$ cat src/rtl/rom_load_sequencer.sv
// ROM download sequencer between hps_io and the time_pilot core: registers and
// range-checks each ioctl byte, decodes its ROM region and gates the core reset.
module rom_load_sequencer #(
  parameter logic [15:0] CPU_END  = 16'h6000,
  parameter logic [15:0] SND_END  = 16'h7000,
  parameter logic [15:0] CHR_END  = 16'h9000,
  parameter logic [15:0] SPR_END  = 16'hD000,
  parameter logic [15:0] IMG_END  = 16'hD240,
  parameter int unsigned RST_HOLD = 16
) (
  input  logic        clk_sys,
  input  logic        reset,
  input  logic        user_reset,
  input  logic        ioctl_download,
  input  logic        ioctl_wr,
  input  logic [24:0] ioctl_addr,
  input  logic [7:0]  ioctl_dout,
  output logic [15:0] dn_addr,
  output logic [7:0]  dn_data,
  output logic        dn_wr,
  output logic [4:0]  region_sel,
  output logic        core_reset,
  output logic        rom_ready,
  output logic        load_error,
  output logic [16:0] byte_count
);

  localparam int CW = (RST_HOLD > 1) ? $clog2(RST_HOLD) : 1;
  localparam logic [CW-1:0] HOLD_RELOAD = CW'(RST_HOLD - 1);

  typedef enum logic [2:0] {
    S_WAIT,
    S_LOAD,
    S_CHECK,
    S_HOLD,
    S_RUN
  } state_t;

  state_t          state;
  logic            dl_q;
  logic [CW-1:0]   hold_cnt;
  logic            dl_rise;
  logic            in_range;
  logic [4:0]      region;
  logic            size_bad;

  // A boundary address belongs to the region above it, hence strict less-than.
  always_comb begin
    dl_rise  = ioctl_download & ~dl_q;
    in_range = (ioctl_addr[24:16] == 9'd0) && (ioctl_addr[15:0] < IMG_END);
    size_bad = (byte_count != {1'b0, IMG_END});
    if (ioctl_addr[15:0] < CPU_END)      region = 5'b00001;
    else if (ioctl_addr[15:0] < SND_END) region = 5'b00010;
    else if (ioctl_addr[15:0] < CHR_END) region = 5'b00100;
    else if (ioctl_addr[15:0] < SPR_END) region = 5'b01000;
    else                                 region = 5'b10000;
  end

  always_ff @(posedge clk_sys or posedge reset) begin
    if (reset) begin
      state      <= S_WAIT;
      dl_q       <= 1'b0;
      hold_cnt   <= '0;
      dn_addr    <= '0;
      dn_data    <= '0;
      dn_wr      <= 1'b0;
      region_sel <= '0;
      core_reset <= 1'b1;
      rom_ready  <= 1'b0;
      load_error <= 1'b0;
      byte_count <= '0;
    end else begin
      dl_q       <= ioctl_download;
      dn_wr      <= 1'b0;
      region_sel <= '0;
      // A new download overrides every other event, in any state.
      if (dl_rise) begin
        state      <= S_LOAD;
        byte_count <= '0;
        load_error <= 1'b0;
        rom_ready  <= 1'b0;
        core_reset <= 1'b1;
      end else begin
        case (state)
          S_WAIT: core_reset <= 1'b1;
          S_LOAD: begin
            core_reset <= 1'b1;
            if (ioctl_wr) begin
              if (in_range) begin
                dn_addr    <= ioctl_addr[15:0];
                dn_data    <= ioctl_dout;
                dn_wr      <= 1'b1;
                region_sel <= region;
                if (byte_count != 17'h1FFFF) byte_count <= byte_count + 17'd1;
              end else begin
                load_error <= 1'b1;
              end
            end
            if (!ioctl_download) state <= S_CHECK;
          end
          S_CHECK: begin
            if (size_bad) load_error <= 1'b1;
            if (size_bad || load_error) begin
              state <= S_WAIT;
            end else begin
              rom_ready <= 1'b1;
              hold_cnt  <= HOLD_RELOAD;
              state     <= S_HOLD;
            end
          end
          S_HOLD: begin
            core_reset <= 1'b1;
            if (user_reset) begin
              hold_cnt <= HOLD_RELOAD;
            end else if (hold_cnt == '0) begin
              state      <= S_RUN;
              core_reset <= 1'b0;
            end else begin
              hold_cnt <= hold_cnt - CW'(1);
            end
          end
          S_RUN: begin
            if (user_reset) begin
              state      <= S_HOLD;
              hold_cnt   <= HOLD_RELOAD;
              core_reset <= 1'b1;
            end else begin
              core_reset <= 1'b0;
            end
          end
          default: begin
            state      <= S_WAIT;
            core_reset <= 1'b1;
          end
        endcase
      end
    end
  end

endmodule

$ cat config.mk
export PLATFORM = sky130hd
export DESIGN_NAME = rom_load_sequencer
export DESIGN_NICKNAME = d
export VERILOG_FILES = /design/src/rtl/rom_load_sequencer.sv
export SDC_FILE = /design/constraint.sdc
export NUM_CORES = 1
export LEC_CHECK = 0
export CAP_MARGIN = 0
export CORE_MARGIN = 4
export CORE_UTILIZATION = 49
export CTS_BUF_LIST = sky130_fd_sc_hd__clkbuf_2
export CTS_CLUSTER_DIAMETER = 60
export DETAILED_ROUTE_END_ITERATION = 16
export PLACE_DENSITY = 0.85
export SLEW_MARGIN = 5
export SYNTH_ARGS = -nofsm -noshare
export SYNTH_HDL_FRONTEND = slang
export SYNTH_SLANG_ARGS = --single-unit
$ cat constraint.sdc
create_clock -name clk_sys -period 2.9 [get_ports clk_sys]
set_input_delay 0.87 -clock clk_sys [delete_from_list [all_inputs] [get_ports clk_sys]]
set_output_delay 0.87 -clock clk_sys [all_outputs]
set_load 0.01 [all_outputs]
After elaboration in Yosys (flattened, before gate mapping)
Cells that the tools add are included.
{ "totals": {"ff_bits": 58, "out_inout_bits": 50, "word_cells": 100} }
{ "op_classes": {"add_sub_neg": 2, "n_lt_le_gt_ge": 5, "n_eq_ne": 19, "n_mux": 42, "bitwise_logic": 3, "n_reduce_logical": 18} }
{ "ops": {"columns": ["op", "count"], "rows": [
  ["$mux W17", 5],
  ["$lt A16 B16 Y1 const B", 3],
  ["$mux W5", 8],
  ["$lt A16 B15 Y1 const B", 2],
  ["$ne A3 B3 Y1 const B", 8],
  ["$add A17 B1 Y17 const B", 1],
  ["$ne A17 B16 Y1 const B", 1],
  ["$ne A17 B17 Y1 const B", 1],
  ["$mux W4", 4],
  ["$mux W1", 15],
  ["$mux W3", 5],
  ["$pmux W3 S5", 1],
  ["$pmux W4 S3", 1],
  ["$reduce_and A4 Y1", 3],
  ["$ne A2 B2 Y1 const B", 5],
  ["$reduce_and A5 Y1", 2],
  ["$reduce_bool A2 Y1", 5],
  ["$logic_not A9 Y1", 1],
  ["$eq A3 B2 Y1 const B", 2],
  ["$reduce_bool A3 Y1", 2],
  ["$logic_not A4 Y1", 1],
  ["$sub A4 B1 Y4 const B", 1],
  ["$eq A3 B1 Y1 const B", 1],
  ["$eq A3 B3 Y1 const B", 1],
  ["other kinds (9)", 10]
]} }

Longest topological paths before layout
{ "depth": {"ltp_word": 9, "ltp_mapped": 13, "mapped_depth_nobuf": 11} }

Worst setup path before layout
No wires, ideal clock.
{ "synth_timing": {"kind": "input -> register", "startpoint": "input port ioctl_addr[20]", "endpoint": "register dn_addr[10]", "setup_ns": 0.125, "arrival_ns": 2.396, "path_slack_ns": 0.379, "stages": 6, "path_cell_list": "nor4_1 nand2_1 a2111o_1 or3_4 buf_6 mux2_4"} }
{ "synth_between": {"elab_chain_cells": 3} }
{ "synth_rtl": {"columns": ["element", "line_no", "text"], "rows": [
  ["start: declaration", "16", "input logic [24:0] ioctl_addr,"],
  ["$logic_not A9 Y1", "50", "in_range = (ioctl_addr[24:16] == 9'd0) && (ioctl_addr[15:0] < IMG_END);"],
  ["$logic_and A1 B1 Y1", "50", null],
  ["$reduce_and A4 Y1 (no line)", null, null],
  ["end signal: assignment", "90", "dn_addr <= ioctl_addr[15:0];"],
  ["end: declaration", "18", "output logic [15:0] dn_addr,"]
]} }
No other way between the ends.
A chain may end at the register's enable or synchronous reset.

Final worst setup path
{ "layout_timing": {"startpoint": "register byte_count[4]", "endpoint": "register byte_count[5]"} }
{ "layout_between": {"elab_chain_cells": 6} }
{ "layout_rtl": {"columns": ["element", "line_no", "text"], "rows": [
  ["start: declaration", "25", "output logic [16:0] byte_count"],
  ["start signal: assignment", "94", "if (byte_count != 17'h1FFFF) byte_count <= byte_count + 17'd1;"],
  ["$add A17 B1 Y17", "94", null],
  ["$mux W17", "94", null],
  ["$mux W17", "89", "if (in_range) begin"],
  ["$mux W17", "88", "if (ioctl_wr) begin"],
  ["$mux W17", "84", "case (state)"],
  ["$mux W17", "77", "if (dl_rise) begin"]
]} }
Several ways; a longest one is shown, not always the timed one. The select of a mux whose other input is x is not followed.

==> summary.md <==
| Metric | Value |
|---|---|
| Power, Total | `1.66 mW` |
| Rel. slew slack | `0.615` |
| Most frequent cell after synthesis | `dfrtp_1` |
| Worst Tran Pin Value | `0.574 ns` |
| Static Leakage | `1.81 nW` |
| TritonRoute pass-1 iters | `6` |
| Async SR Flop Fraction | `1.00` |
| Crit. End Element | `flip-flop` |
| Setup violators final | `0` |
| Hpwl dp | `5.58 mm` |
| EDFF count, synth | `0` |
| Adder-Cell Fraction of Synth Area | `0.0208` |
| DR WL/cell | `16.7 um` |
| Dpl cells | `438` |
| Cell area after layout | `0.00416 mm^2` |
| DR DRC count | `0` |
| Kind of critical path | `flip-flop to flip-flop` |
| Starting Density | `0.506` |
| Worst Setup Start Kind | `flip-flop` |
| I/O pin cnt | `88` |
| Register area | `0.00145 mm^2` |
| Fmax | `0.384 GHz` |
| Synth top cells by count | `dfrtp_1, mux2_4, nand2_1, inv_1` |
| Pwr dens | `398 mW/mm^2` |
| Post-DP Area | `0.00405 mm^2` |
| Xor and xnor area share after synthesis | `0.00291` |
| Data arrival, critical path | `3.00 ns` |
| IO Port Bufs | `87` |
| Synth warnings | `0` |
| Mux cell area share after synthesis | `0.138` |
| Clock-pin slew on the worst setup and hold paths | `0.17 ns` |
| Cell area after synthesis | `0.00301 mm^2` |
| CP max FO | `12` |
| Hold_buf cts | `0` |
| Num CTS Buffers | `9` |
| Final period utilization | `0.898` |
| Site row count | `28` |
| H-tree levels | `3` |
| Final nets | `417` |
| Die X-Extent | `86.4 um` |
| # diodes | `0` |
| Vias | `2,580` |
| Top cell type's share of synthesized area | `0.473` |
| CP required | `3.29 ns` |
| Clk_lat worst skew | `0.47 ns` |
| #FFs+latches synth | `58` |
| Largest family of logic cells by synthesized area | `simple AND/OR/NAND/NOR gates` |
| Chip height | `86.4 um` |
| CTS tree | `done` |
| Syn nets | `316` |
| Peak supply drop | `0.257 mV` |
| Area of the multi-input gates | `0.00141 mm^2` |
| Tot GR Track Use | `0.217` |
| Tmin final | `2.60 ns` |
| Yosys cell types | `50` |
| Clk buf depth | `2` |
| Compound-Gate Fraction of Synth Area | `0.116` |
| # fillers | `447` |
| Largest area contributor in the netlist | `dfrtp_1` |
| Layout area overhead | `38.0%` |
| Post-Route WL | `7.59 mm` |
| Max-Cap Viols | `0` |
| Initial drt markers | `102` |
| Dominant cells by area after synthesis | `dfrtp_1, mux2_4, nand2_1` |
| Min-delay worst type | `flip-flop to flip-flop` |
| Routability cong. | `0.874` |
| Final Hold Slack | `0.529 ns` |
| Final hold violations | `0` |
| Simple-gate share of the synthesized area | `0.187` |
| Core footprint | `0.00596 mm^2` |
| Pre-CTS setup slack | `-0.171 ns` |
| Final WS setup | `0.296 ns` |
| Largest net degree at the start of global routing | `24` |
| Synth Area per Inst | `11.0 um^2` |
| Gr ovfl total | `0` |
| # clock sinks | `58` |
| Postcts setup bufs | `0` |
| Die area | `0.00747 mm^2` |
| Clock skew | `0.0275 ns` |
| First-pass GRT wire length | `12.7 mm` |
| Antenna violations before repair | `0` |
| Seq/Total Area, Yosys | `0.482` |
| Prevailing post-synth register cell | `dfrtp_1` |
| Cell Count, Final, Fillers Out | `454` |
| Post-route ant nets | `0` |
| Max Slew Vio Count | `0` |
| DR vias/cell | `5.68` |
| Root buffer cell | `clkbuf_2` |
| Status | `finished, final reports clean` |
| Layout cells sized above 1 | `0.190` |
| Unrepaired setup endpoints after global routing | `false` |
| Vias in the first global route | `2,640` |
| Gates resized, CTS repair | `0` |
| Cells after Synth | `273` |
[cell usage in the layout (no fill, tap or decap), types with 2 or more instances in the layout]
cell              n
clkdlybuf4s50_1  87
dfrtp_1          57
mux2_4           25
nand2_1          23
buf_4            17
nor2_1           15
a21oi_1          15
inv_1            15
o31ai_1          11
nand3_1           9
clkbuf_2          9
or4_1             8
o21ai_0           7
nor3_1            6
ha_1              5
nor4b_1           4
nor4_1            4
nand4_1           4
mux2i_1           4
o41ai_1           4
clkinv_1          3
a211oi_1          3
clkinv_2          3
or3_4             2
nor3b_1           2
nand4b_1          2
or3b_2            2
a32oi_1           2
or3_1             2
o211ai_1          2
buf_12            2
[critical path: stages, from the launching register on]
cell	delay, ns
dfrtp_1	0.49
nand4_1	0.19
nor4_2	0.10
nand4_1	0.15
nor2_1	0.07
ha_1	0.16
or2_1	0.24
nor3_2	0.19
nand3_2	0.26
or4_1	0.48
a21oi_1	0.18
[final timing paths]
check	end	depth (start not counted)	slack (ns)	start
setup / recovery	byte_count[5]	10	0.30	byte_count[4]
hold / removal	rom_ready	2	0.53	rom_ready
setup reg to reg	byte_count[5]	10	0.30	byte_count[4]
hold reg to reg	rom_ready	2	0.53	rom_ready
max in group asynchronous	dn_addr[6]	3	1.53	reset
min in group asynchronous	dn_data[6]	2	0.71	reset
[cell families after synthesis]
group	Yosys count
buffers and inverters	33
xor gates and xnor gates	1
DFF	58
muxes	29
AOI/OAI and AO/OA	50
and+or+nand+nor	97
adders and majority gates	5
[per-stage QoR]
stage / TNS [ns] / util
after floorplan: 0 / -
after global placement: -4.02 / 0.680
after detailed placement: -5.06 / 0.680
after CTS: 0 / 0.697
after global routing: 0 / 0.698
final: 0 / 0.698
[flip-flops by register name, indices dropped and copies added (netlist names)]
name	flops
hold_cnt	4
state	3
dn_wr	1
dn_data	8
region_sel	5
byte_count	17
dn_addr	16
load_error	1
rom_ready	1
core_reset	1
dl_q	1
[power by group]
part           internal, mW  leakage [nW]  switching [mW]
Sequential            0.850         0.780          0.0518
Combinational         0.138         0.967           0.124
Clock                 0.189        0.0665           0.304
Total                  1.18          1.81           0.480
[routing by layer]
| layer | track usage | up-vias | share of wire |
|---|---|---|---|
| met5 | 0 | - | 0 |
| met4 | 0.0666 | 0 | 0.012 |
| met3 | 0.0542 | 11 | 0.096 |
| met2 | 0.348 | 124 | 0.45 |
| met1 | 0.291 | 1242 | 0.44 |
| li1 | - | 1203 | - |
[area by class of cell]
type	instances	area share
Clock buffer	9	0.0108
Clock inverter	7	0.0144
Inverter	17	0.0153
Multi-Input combinational cell	182	0.338
Sequential cell	58	0.349
Tap cell	75	0.0226
Timing Repair Buffer	106	0.250
Note: power is estimated with default switching activity, not from simulation.
